### config.mk
export PLATFORM = sky130hd
export DESIGN_NAME = rr_stream_mux
export DESIGN_NICKNAME = d
export VERILOG_FILES = /design/src/rtl/rr_stream_mux.sv
export SDC_FILE = /design/constraint.sdc
export NUM_CORES = 1
export LEC_CHECK = 0
export CORE_MARGIN = 5
export CORE_UTILIZATION = 40
export CTS_BUF_LIST = sky130_fd_sc_hd__clkbuf_8
export DETAILED_ROUTE_END_ITERATION = 7
export PLACE_DENSITY = 0.87
export SETUP_SLACK_MARGIN = 0.1
export SYNTH_ARGS = -nofsm -noshare
export SYNTH_HDL_FRONTEND = slang
export SYNTH_SLANG_ARGS = --single-unit
### constraint.sdc
create_clock -name clk -period 4.13 [get_ports clk]
set_clock_uncertainty 0.2 [all_clocks]
set_input_delay 0.6195 -clock clk [delete_from_list [all_inputs] [get_ports clk]]
set_output_delay 0.6195 -clock clk [all_outputs]
set_load 0.005 [all_outputs]
### src/rtl/rr_stream_mux.sv
`default_nettype none
// ============================================================================
// Module      : rr_stream_mux
// Description : Packet-aware stream multiplexer. Selects one of NCH input
//               streams, either by a fixed index (mode=0) or round-robin
//               (mode=1), and forwards its beats through a one-entry output
//               register. Once the first beat of a multi-beat packet is
//               accepted, the channel stays locked until its last beat.
// Ports       : clk, rst_n          - clock, asynchronous active-low reset
//               mode, sel           - arbitration mode / fixed channel index
//               in_data/valid/last  - packed per-channel input streams
//               in_ready            - per-channel accept (one-hot or zero)
//               out_data/valid/last - registered output beat
//               out_ready           - downstream accept
//               grant               - channel currently owning the output
//               busy                - a packet is locked
// Revision    : 1.0 - initial release
// ============================================================================
module rr_stream_mux #(
    parameter  int NCH = 4,
    parameter  int W   = 8,
    localparam int SW  = (NCH > 1) ? $clog2(NCH) : 1
) (
    input  logic             clk,
    input  logic             rst_n,
    input  logic             mode,
    input  logic [SW-1:0]    sel,
    input  logic [NCH*W-1:0] in_data,
    input  logic [NCH-1:0]   in_valid,
    input  logic [NCH-1:0]   in_last,
    output logic [NCH-1:0]   in_ready,
    output logic [W-1:0]     out_data,
    output logic             out_valid,
    output logic             out_last,
    input  logic             out_ready,
    output logic [SW-1:0]    grant,
    output logic             busy
);

    localparam logic [0:0] S_IDLE   = 1'b0;
    localparam logic [0:0] S_LOCKED = 1'b1;

    logic [0:0]    r_state;
    logic [SW-1:0] r_grant;
    logic [W-1:0]  r_out_data;
    logic          r_out_valid;
    logic          r_out_last;

    logic          w_slot_free;
    logic          w_has;
    logic [SW-1:0] w_cand;
    logic [W-1:0]  w_beat;
    logic          w_beat_last;
    logic          w_cand_valid;
    logic          w_xfer;

    assign w_slot_free = !r_out_valid || out_ready;

    // Candidate selection. While locked, the owner is the only candidate and
    // is offered ready regardless of its valid, so a stalled packet keeps
    // its claim on the output.
    always_comb begin
        w_has  = 1'b0;
        w_cand = r_grant;
        if (r_state == S_LOCKED) begin
            w_has = 1'b1;
        end else if (!mode) begin
            // An out-of-range sel matches no channel and yields no candidate.
            for (int i = 0; i < NCH; i++) begin
                if (sel == SW'(i) && in_valid[i]) begin
                    w_has  = 1'b1;
                    w_cand = SW'(i);
                end
            end
        end else begin
            // Search starts just after the last owner and wraps, so the
            // previous owner has the lowest priority on the next packet.
            for (int k = 1; k <= NCH; k++) begin
                for (int i = 0; i < NCH; i++) begin
                    if (!w_has && in_valid[i] &&
                        (((int'(r_grant) + k) % NCH) == i)) begin
                        w_has  = 1'b1;
                        w_cand = SW'(i);
                    end
                end
            end
        end
    end

    always_comb begin
        w_beat       = '0;
        w_beat_last  = 1'b0;
        w_cand_valid = 1'b0;
        in_ready     = '0;
        for (int i = 0; i < NCH; i++) begin
            if (w_cand == SW'(i)) begin
                w_beat       = in_data[i*W +: W];
                w_beat_last  = in_last[i];
                w_cand_valid = in_valid[i];
                in_ready[i]  = w_has && w_slot_free;
            end
        end
    end

    assign w_xfer = w_has && w_slot_free && w_cand_valid;

    always_ff @(posedge clk or negedge rst_n) begin
        if (!rst_n) begin
            r_state     <= S_IDLE;
            r_grant     <= SW'(NCH - 1);
            r_out_data  <= '0;
            r_out_valid <= 1'b0;
            r_out_last  <= 1'b0;
        end else if (w_xfer) begin
            r_out_data  <= w_beat;
            r_out_last  <= w_beat_last;
            r_out_valid <= 1'b1;
            r_grant     <= w_cand;
            r_state     <= w_beat_last ? S_IDLE : S_LOCKED;
        end else if (out_ready) begin
            r_out_valid <= 1'b0;
        end
    end

    assign out_data  = r_out_data;
    assign out_valid = r_out_valid;
    assign out_last  = r_out_last;
    assign grant     = r_grant;
    assign busy      = (r_state == S_LOCKED);

endmodule
`default_nettype wire

Yosys cells after proc, flatten, opt, wreduce, memory -nomap -nowiden

Index checks and enable logic that the tools add are counted.

Muxes and demuxes: 93
Equality and inequality tests: 18
Reduce and logical (&&, ||, !) cells: 65
Add/subtract/negate cells: 4
Bitwise operators: 4

Operator list:

| operator                                                         | count |
|---|---|
| 32-bit logical NOT                                               | 4 |
| 1-bit 2-to-1 mux                                                 | 67 |
| 2-bit 2-to-1 mux                                                 | 22 |
| 1-bit logical AND                                                | 37 |
| 8-bit 2-to-1 mux                                                 | 4 |
| 3-bit == test (second input constant)                            | 8 |
| 1-bit logical NOT                                                | 16 |
| 3-bit by 2-bit == test with 1-bit output (second input constant) | 4 |
| 2-bit == test (second input constant)                            | 4 |
| 2-bit OR reduction                                               | 4 |
| 2-bit by 1-bit adder with 2-bit output (second input constant)   | 2 |
| 2-bit adder (second input constant)                              | 2 |
| 1-bit bitwise AND (first input constant)                         | 4 |
| 2-bit by 1-bit == test with 1-bit output (second input constant) | 2 |
| 2-bit logical NOT                                                | 2 |
| 2-bit nonzero test                                               | 1 |
| 1-bit logical OR                                                 | 1 |

Output and inout bits: 17
Register bits: 13
Bits of input ports: 46
Logic and storage cells: 189

Longest topological paths before layout

Word-level depth: 105
Mapped depth: 10
Depth with buffers taken out: 7

Least setup slack after synthesis

No wires, ideal clock.

Kind: input port to output port
From: input in_valid[2]
To: output in_ready[2]
Slack: 1.358 ns
Path buffers: 2
Arrival time: 1.952 ns
Stages: 8
Required time: 3.310 ns
Cell sequence: buf_2 mux2_1 a211oi_1 a211o_1 a41oi_4 inv_1 buf_2 nor2_1

Cells in the longest elaborated chain, start to end: 85
Elaborated cells between the ends (all ways): 107
Classes of those cells: eq/ne: 1; mux: 63; reduce/logical: 43

RTL lines:

| element                                                     | RTL line | source |
|---|---|---|
| start: declaration                                          | 29       | `input logic [NCH-1:0] in_valid,` |
| 1-bit logical AND (2 in series)                             | 80       | `if (!w_has && in_valid[i] &&` |
| 1-bit 2-to-1 mux                                            | 80       |  |
| 1-bit 2-to-1 mux                                            | 67       | `end else if (!mode) begin` |
| 1-bit 2-to-1 mux                                            | 65       | `if (r_state == S_LOCKED) begin` |
| 1-bit logical NOT                                           | 80       |  |
| 1-bit logical AND (2 in series)                             | 80       |  |
| 1-bit 2-to-1 mux                                            | 80       |  |
| 1-bit 2-to-1 mux                                            | 67       |  |
| [... 66 more ...]                                           | n/a      |  |
| 1-bit 2-to-1 mux                                            | 65       |  |
| 1-bit logical NOT                                           | 80       |  |
| 1-bit logical AND (2 in series)                             | 80       |  |
| 2-bit 2-to-1 mux / 1-bit 2-to-1 mux (equally long branches) | 80       |  |
| 2-bit 2-to-1 mux / 1-bit 2-to-1 mux (equally long branches) | 67       |  |
| 2-bit 2-to-1 mux / 1-bit 2-to-1 mux (equally long branches) | 65       |  |
| 2-bit == test / 1-bit logical AND (equally long branches)   | 96, 100  |  |
| 1-bit 2-to-1 mux *                                          | 96       | `if (w_cand == SW'(i)) begin` |
| end: declaration                                            | 31       | `output logic [NCH-1:0] in_ready,` |

Every way passes the cells marked *; elsewhere a longest branch is shown, timed or not. The select of a mux whose other input is x is not followed.

Worst setup path after layout

Same ends and word-level chain as after synthesis.

==> results.toml <==
[outcome]
outcome = "finished clean"

[finish]
fillers = 231
diodes = 0
drive_above_1_share_pct = 12.3
final_cell_area_um2 = 1830
nets = 218
final_cells = 202
syn_to_final_growth_pct = 59.6

[logic_synthesis]
netlist_instances = 109
synth_top_family_by_area = "multiplexers"
syn_nets = 155
synthesis.area_um2 = 1150
synthTopCellsByArea = "mux2i_1, dfrtp_1, mux2_4"
synth.most_common_cell = "mux2i_1"
synthArstFlopShare_pct = 100
synth_edf_count = 0
synth.distinct_cells = 33
ys_seq_area_share_pct = 28.6
avgSynthCellArea_um2 = 10.5
ys_ff_latch = 13
synth_commonest_cells = "mux2i_1, dfrtp_1, mux2_4"
synth_compound_area_share_pct = 15.5
synth_top_cell_area_share_pct = 27.1
synth.mux.area_fraction_pct = 42.1
synthAdderAreaFrac_pct = 0
synth-xor-area-share_pct = 0
post-synth-top-area-cell = "mux2i_1"
synth_top_flop_cell = "dfrtp_1"
synth_simple_gate_area_share_pct = 8.30
yosysWarnings = 0

[critical_path]
cp.arrival_ns = 2.86
cp-end-kind = "output pin"
cp_cell_sequence = "clkdlybuf4s50_1 > mux2_1 > a211oi_1 > a211o_1 > a41oi_4 > inv_1 > nor2_1 > clkdlybuf4s50_1"
worstPathRequired_ns = 3.31
worst_path_max_delay_cell = "clkdlybuf4s50_1"
crit_fanout = 9
cp_num_buf_inv = 3
crit_top_cell = "clkdlybuf4s50_1"
max_stage_delay_ns = 0.64
start_kind = "input pin"
critical-path-top-delay-family = "buffers and inverters"
critPathKind = "in -> out"

[routing]
met3WireLength_um = 395
wl_um = 2950
antenna_left = 0
drt-vias-per-instance = 5.41
num_vias = 1092
wl_met2_um = 1380
drc = 0
dr.pass1.iters = 5
top_layer_used = "met4"
drt-met1-wl_um = 1160
wl_per_cell_um = 14.6
drt_iter0_drc = 122

[global_routing]
first_global_vias = 1167
grt_overflow = 0
grt_first_pass_wirelength_um = 5190
grt_max_degree = 19
antenna_found_initial = 0
grtUsageTotal_pct = 15.7

[placement]
place_area_um2 = 1780
dpl.hpwl_um = 2470
dp_cells = 198
port_buffers = 62
gp_congestion = 0.921

[floorplan]
core_area_um2 = 2760
pin_count = 63
rows = 19
initial_core_util_pct = 41.6
die_h_um = 63.5
dieArea_um2 = 4040
die_width_um = 63.5

[timing]
setup_viol = 0
clock.fmax_mhz = 271
tightest_slew_ns = 0.539
report.final.slew_viol_count = 0
max_slew_margin_pct = 64.0
finalHoldViolCount = 0
fin_tns_setup_ns = 0
fin_crit_ns = 3.68
min_period_over_period_pct = 89.2
rsz0062_at_grt = "false"

[clock_network]
clock_latency_ns = 0.23
cts.sinks = 13
cts_setup_buffers = 0
cts_resized = 0
cts_root_buf = "clkbuf_8"
hold_buffers = 0
clockBufferDepth = 2
clk_pin_slew_worst_paths_ns = 0.05
cts_tree = "built"
cts_buffers = 3
h-tree-depth = 1

[worst_hold_path]
hold_class = "reg -> reg"

[pwr]
pwr-share-clk_pct = 8.3
p_sw_share_pct = 36.3
internal_power_mw = 0.811
p_per_area_nw_per_um2 = 696
ir_drop_v = 0.000449
power.switching_mw = 0.461
total_power_mw = 1.27
pwr-share-comb_pct = 70.8
p_seq_share_pct = 20.9
p_leak_nw = 0.785

[job]
cap_violations = 0
-- cell families (layout without fill, tap and decap cells) --
group	Yosys count	after routing
buf+inv	12	74
mux	43	43
flops	13	13
simple gates	19	19
compound gates	22	22
-- worst paths after layout --
| kind | from | end | slack, ns | cells past startpoint |
|---|---|---|---|---|
| worst max-delay path | in_valid[2] | in_ready[2] | 0.45 | 8 |
| worst max register to register | grant[0]$_DFFE_PN1P_ | out_data[4]$_DFFE_PN0P_ | 1.52 | 8 |
| worst min-delay path | out_data[5]$_DFFE_PN0P_ | out_data[5]$_DFFE_PN0P_ | 0.31 | 1 |
| min in group asynchronous | rst_n | out_data[5]$_DFFE_PN0P_ | 0.54 | 1 |
| max in group asynchronous | rst_n | grant[0]$_DFFE_PN1P_ | 2.83 | 1 |
| worst min register to register | out_data[5]$_DFFE_PN0P_ | out_data[5]$_DFFE_PN0P_ | 0.31 | 1 |
-- power by group through the flow --
stage / clock network [mW] / registers (mW) / logic (mW)
final: 0.106 / 0.266 / 0.901
after global routing: 0.118 / 0.279 / 0.981
after CTS: 0.111 / 0.265 / 0.912
after detailed placement: 0 / 0.263 / 0.913
after global placement: 0 / 0.263 / 0.888
after floorplan: 0 / 0.260 / 0.603
-- registers in the layout, indices dropped and copies added (netlist names) --
signal     count
out_last       1
busy           1
grant          2
out_data       8
out_valid      1
-- routing by layer --
metal  vias up  global-route usage [%]
met2        75                    25.5
met4         0                    8.05
li1        529                       -
met5         -                       0
met3         2                    6.93
met1       486                    17.1
-- per-stage QoR --
step / setup slack, ns / utilization (%) / hold slack [ns]
5_1_grt: 0.280 / 66.3 / 0.343
2_1_floorplan: 1.36 / - / 0.124
3_5_place_dp: 0.461 / 64.7 / 0.298
3_3_place_gp: 0.512 / 64.7 / 0.293
6_report: 0.446 / 66.3 / 0.310
4_1_cts: 0.444 / 66.3 / 0.317
-- area by class of cell --
cell class	instances	area (um^2)	share of cell area [%]
clock buffer	3	41.3	2.26
sequential	13	328	17.9
tap	31	38.8	2.12
timing repair buffer	65	643	35.2
inverter	5	18.8	1.03
multi-input combinational	84	756	41.3
clock inverter	1	3.75	0.205
-- cells in the final DEF, fill, tap and decap left out --
cell type / n
buf_4: 3
nand2_1: 3
a41oi_1: 1
a211oi_1: 1
inv_1: 6
o22ai_1: 1
nor4_1: 2
a31oi_1: 2
a41oi_4: 1
nor2b_1: 2
o22ai_2: 1
clkbuf_8: 3
mux2i_1: 31
a211o_1: 1
a21oi_1: 1
a22oi_1: 1
nor2_1: 6
o21ai_1: 1
a21boi_1: 1
a31o_1: 2
mux2_1: 1
mux2_4: 7
nand2b_1: 5
nor3_1: 1
mux2_2: 3
o21ai_0: 5
o211ai_1: 1
mux4_2: 1
a22o_1: 1
dfstp_2: 2
dfrtp_1: 11
clkdlybuf4s50_1: 62
a41o_1: 1
Power figures use the tool's default switching activity.
